==> config.mk <==
export PLATFORM = sky130hd
export DESIGN_NAME = cordic_rad2deg
export DESIGN_NICKNAME = d
export VERILOG_FILES = /design/src/rtl/cordic_rad2deg.sv
export SDC_FILE = /design/constraint.sdc
export NUM_CORES = 1
export LEC_CHECK = 0
export ABC_AREA = 1
export ABC_CLOCK_PERIOD_IN_PS = 4570
export CORE_UTILIZATION = 50
export DETAILED_ROUTE_END_ITERATION = 10
export GPL_TIMING_DRIVEN = 0
export PLACE_DENSITY = 0.71
export SKIP_LAST_GASP = 1
export SLEW_MARGIN = 15
export SYNTH_ARGS = -nofsm -noshare
export SYNTH_HDL_FRONTEND = slang
export SYNTH_SLANG_ARGS = --single-unit
==> constraint.sdc <==
create_clock -name clk -period 4.57 [get_ports clk]
set_input_delay 1.1425 -clock clk [delete_from_list [all_inputs] [get_ports clk]]
set_output_delay 1.1425 -clock clk [all_outputs]
set_load 0.03 [all_outputs]
==> src/rtl/cordic_rad2deg.sv <==
// Radian-to-degree converter behind the CORDIC arcsin/arccos stage (Q2.14 -> Q10.6).
// CORDIC_RAD2DEG_ROUND_EN selects round-half-up instead of truncation.
module cordic_rad2deg #(
    parameter int          n     = 16,
    parameter logic [15:0] KDEG  = 16'd58671,
    parameter int          SHIFT = 18
) (
    input  logic         clk,
    input  logic         rst_n,
    input  logic         done_in,
    input  logic [n-1:0] asin_in,
    input  logic [n-1:0] acos_in,
    input  logic         out_ready,
    output logic         out_valid,
    output logic [n-1:0] asin_deg,
    output logic [n-1:0] acos_deg,
    output logic         busy,
    output logic         overrun
);

`ifdef CORDIC_RAD2DEG_ROUND_EN
    localparam logic [33:0] R = 34'd1 << (SHIFT - 1);
`else
    localparam logic [33:0] R = 34'd0;
`endif

    typedef enum logic [1:0] {IDLE, CALC, HOLD} state_t;

    state_t      state;
    logic [16:0] asin_mag;
    logic        asin_neg;
    logic [16:0] acos_mag;
    logic [32:0] acc_a;
    logic [32:0] acc_c;
    logic [3:0]  cnt;

    logic [16:0]  in_sx;
    logic [16:0]  in_mag;
    logic [32:0]  acc_a_nx;
    logic [32:0]  acc_c_nx;
    logic [n-1:0] asin_q;
    logic [n-1:0] acos_q;

    // Sign-extend to 17 bits so -32768 has a representable magnitude.
    always_comb begin
        in_sx  = {asin_in[n-1], asin_in};
        in_mag = in_sx[16] ? (17'd0 - in_sx) : in_sx;
    end

    // Include the current iteration so the last CALC edge finishes directly.
    always_comb begin
        acc_a_nx = acc_a;
        acc_c_nx = acc_c;
        if (KDEG[cnt]) begin
            acc_a_nx = acc_a + ({16'd0, asin_mag} << cnt);
            acc_c_nx = acc_c + ({16'd0, acos_mag} << cnt);
        end
        asin_q = n'(({1'b0, acc_a_nx} + R) >> SHIFT);
        acos_q = n'(({1'b0, acc_c_nx} + R) >> SHIFT);
    end

    assign busy = (state != IDLE);

    always_ff @(posedge clk or negedge rst_n) begin
        if (!rst_n) begin
            state     <= IDLE;
            asin_mag  <= '0;
            asin_neg  <= 1'b0;
            acos_mag  <= '0;
            acc_a     <= '0;
            acc_c     <= '0;
            cnt       <= '0;
            out_valid <= 1'b0;
            asin_deg  <= '0;
            acos_deg  <= '0;
            overrun   <= 1'b0;
        end else begin
            unique case (state)
                IDLE: begin
                    if (done_in) begin
                        asin_mag <= in_mag;
                        asin_neg <= asin_in[n-1];
                        acos_mag <= {1'b0, acos_in};
                        acc_a    <= '0;
                        acc_c    <= '0;
                        cnt      <= '0;
                        state    <= CALC;
                    end
                end
                CALC: begin
                    acc_a <= acc_a_nx;
                    acc_c <= acc_c_nx;
                    cnt   <= cnt + 4'd1;
                    if (done_in)
                        overrun <= 1'b1;
                    if (cnt == 4'd15) begin
                        asin_deg  <= asin_neg ? (n'(0) - asin_q) : asin_q;
                        acos_deg  <= acos_q;
                        out_valid <= 1'b1;
                        state     <= HOLD;
                    end
                end
                HOLD: begin
                    if (out_ready) begin
                        out_valid <= 1'b0;
                        if (done_in) begin
                            asin_mag <= in_mag;
                            asin_neg <= asin_in[n-1];
                            acos_mag <= {1'b0, acos_in};
                            acc_a    <= '0;
                            acc_c    <= '0;
                            cnt      <= '0;
                            state    <= CALC;
                        end else begin
                            state <= IDLE;
                        end
                    end else if (done_in) begin
                        overrun <= 1'b1;
                    end
                end
                default: state <= IDLE;
            endcase
        end
    end

endmodule

==> results_dict.tcl <==
set metrics [dict create \
    antenna_found_initial 0 \
    drtAntennaViolNets 0 \
    design_area_um2 14000 \
    wl_per_cell_um 16.7 \
    endpoint_kind "register" \
    fin_crit_ns 4.23 \
    status "finished, final reports clean" \
    io_pins 71 \
    finalSetupViolations 0 \
    cts_tree "built" \
    synth_top_area_share_pct 28.4 \
    hold_buffers 0 \
    yosysWarnings 0 \
    ys_seq_area_share_pct 28.4 \
    synth_area_leaders "dfrtp_1 (28%), nand2_1 (22%), o21ai_0 (7.4%)" \
    drc_errors 0 \
    grt.overflow.total 0 \
    h-tree-depth 4 \
    first_iter_violations 1199 \
    drive_above_1_share_pct 5.90 \
    layout.nets 2179 \
    grt_first_pass_wirelength_um 64400 \
    fp-row-count 56 \
    required_ns 4.92 \
    firstDrtPassIters 6 \
    clock_sinks 139 \
    synth.most_common_cell "nand2_1" \
    synth_cell_type_count 51 \
    syn-num-nets 2089 \
    placed_cells 2371 \
    drv_slew 0 \
    clk_pin_slew_ns 0.07 \
    area_growth_pct 14.5 \
    ys.flop_type "dfrtp_1" \
    synth_commonest_cells "nand2_1 (716), inv_1 (238), o21ai_0 (182)" \
    grt_pass1_vias 12700 \
    vias 13200 \
    numCtsBuffers 17 \
    worst_hold_path_type "register to register" \
    portBuffers 68 \
    worstMarginPinSlew_ns 0.775 \
    final_cells 2405 \
    dp.final_hpwl_um 32300 \
    synth_seq_cells 139 \
    syn-cell-area_um2 12300 \
    die-area_um2 25200 \
    syn_inst 1983 \
    cts_root_buf "clkbuf_16" \
    fmax_mhz 236 \
    rsz0062_at_grt "yes" \
    dieWidth_um 159 \
    syn_avg_cell_area_um2 6.19 \
    fin_worst_skew_ns 0.0183 \
    hold_viol 0 \
    grtUsageTotal_pct 33.5 \
    clk_path_buf_depth 2 \
    wl_um 40100 \
    clkLatencyLatePin_ns 0.44 \
    critPathMaxFanout 10 \
    maxSlewHeadroom_pct 48.3 \
    synth_area_leader_cell "dfrtp_1" \
    cp.arrival_ns 4.58 \
    timing.final.crit_share_pct 92.5 \
    core_um2 23800 \
    n_antenna_cell 0 \
    die_y_um 159 \
    grt_max_degree 85 \
    finalWeightedCongestion 0.992 \
    viasPerCell 5.48 \
    synthArstFlopShare_pct 100 \
    cap_violations 0 \
    crit_path_start_kind "register" \
    timing_worst_setup_path_type "register to register" \
    synth_edf_count 0 \
    start_util_pct 51.6 \
    place_area_um2 13400 \
]
[stage by stage]
| step | setup WS [ns] | util, % | hold WS [ns] | TNS (ns) |
|---|---|---|---|---|
| 6_report | 0.340 | 59.1 | 0.481 | 0 |
| 5_1_grt | -0.0590 | 59.1 | 0.498 | -0.0748 |
| 4_1_cts | 0.0352 | 58.9 | 0.482 | 0 |
| 3_5_place_dp | 0.0983 | 56.3 | 0.465 | 0 |
| 3_3_place_gp | -3.46 | 56.2 | 0.466 | -477.44 |
| 2_1_floorplan | 1.08 | - | 0.453 | 0 |
[cell type report]
type                    count  area, um2
clock buffers              18        439
plain buffers              72        317
fillers                  2376       9700
clock inverters            14        180
inverters                 249        937
multi-input cells        1523       7570
flip-flops and latches    139       3480
well taps                 319        399
repair buffers             71        728
[registers in the layout (all words and copies together) (netlist names)]
signal,flops
acc_a,33
acc_c,33
acos_deg,15
acos_mag,16
asin_deg,16
asin_mag,17
asin_neg,1
cnt,4
out_valid,1
overrun,1
state,2
[what timing repair did]
item	in CTS	in global routing
setup buffers	0	2
endpoints found under the setup margin	0	30
gates resized for setup	0	30
[final timing paths]
path	slack, ns	startpoint	cells after the start	to
setup / recovery	0.34	cnt[0]$_DFFE_PN0P_	20	acos_deg[0]$_DFFE_PN0P_
hold / removal	0.48	asin_deg[14]$_DFFE_PN0P_	2	asin_deg[14]$_DFFE_PN0P_
setup reg to reg	0.34	cnt[0]$_DFFE_PN0P_	20	acos_deg[0]$_DFFE_PN0P_
hold reg to reg	0.48	asin_deg[14]$_DFFE_PN0P_	2	asin_deg[14]$_DFFE_PN0P_
max in group asynchronous	3.16	rst_n	2	acc_a[25]$_DFFE_PN0P_
min in group asynchronous	0.62	rst_n	1	asin_mag[4]$_DFFE_PN0P_
[kinds of logic after synthesis]
| family | after synthesis | share of synthesized area (%) |
|---|---|---|
| AOI/OAI and AO/OA | 320 | 14.4 |
| xor gates and xnor gates | 38 | 2.71 |
| adders and majority gates | 70 | 7.26 |
| buffers and inverters | 321 | 10.1 |
| DFF | 139 | 28.4 |
| muxes | 7 | 0.571 |
| other | 1 | 0.0306 |
| and+or+nand+nor | 1087 | 36.6 |
[placed cells by master (no fill, tap or decap), types with 6 or more instances in the layout]
cell type	count
ha_1	68
nand2_2	16
a21oi_1	63
a31oi_1	14
nor2_2	17
clkbuf_16	17
dfrtp_1	139
o31ai_1	7
nand2_1	711
xnor2_1	14
nor2_1	142
buf_2	11
nand3_1	148
and2_1	6
nand3_2	7
o22ai_1	21
inv_1	238
nor3_1	14
clkdlybuf4s50_1	67
xor2_1	24
nand4_1	11
clkbuf_1	45
o21ai_1	11
inv_2	10
mux2i_1	7
o21ai_0	175
[worst max-delay path, cell delays in order, from the launching register on]
cell	delay (ns)
dfrtp_1	0.41
buf_2	0.17
inv_1	0.11
clkbuf_4	0.22
clkbuf_4	0.24
nand2_1	0.13
nor2_1	0.17
nand2_1	0.10
nor2_1	0.14
ha_1	0.19
inv_1	0.06
fa_1	0.40
o21ai_0	0.52
nand2_1	0.10
nand2_1	0.19
a21oi_1	0.13
nor3_1	0.23
nor3_1	0.07
o21ai_0	0.29
nand2_1	0.11
o21ai_0	0.16
[layer usage]
layer / wire, um / global-route usage [%]
met2: 19000 / 57.4
met5: 0 / 0
met3: 2450 / 3.54
met1: 17900 / 44.7
met4: 828 / 9.20
Power is not shown: default switching activity piles up to over one toggle a cycle in this logic, so the estimate is an artifact.
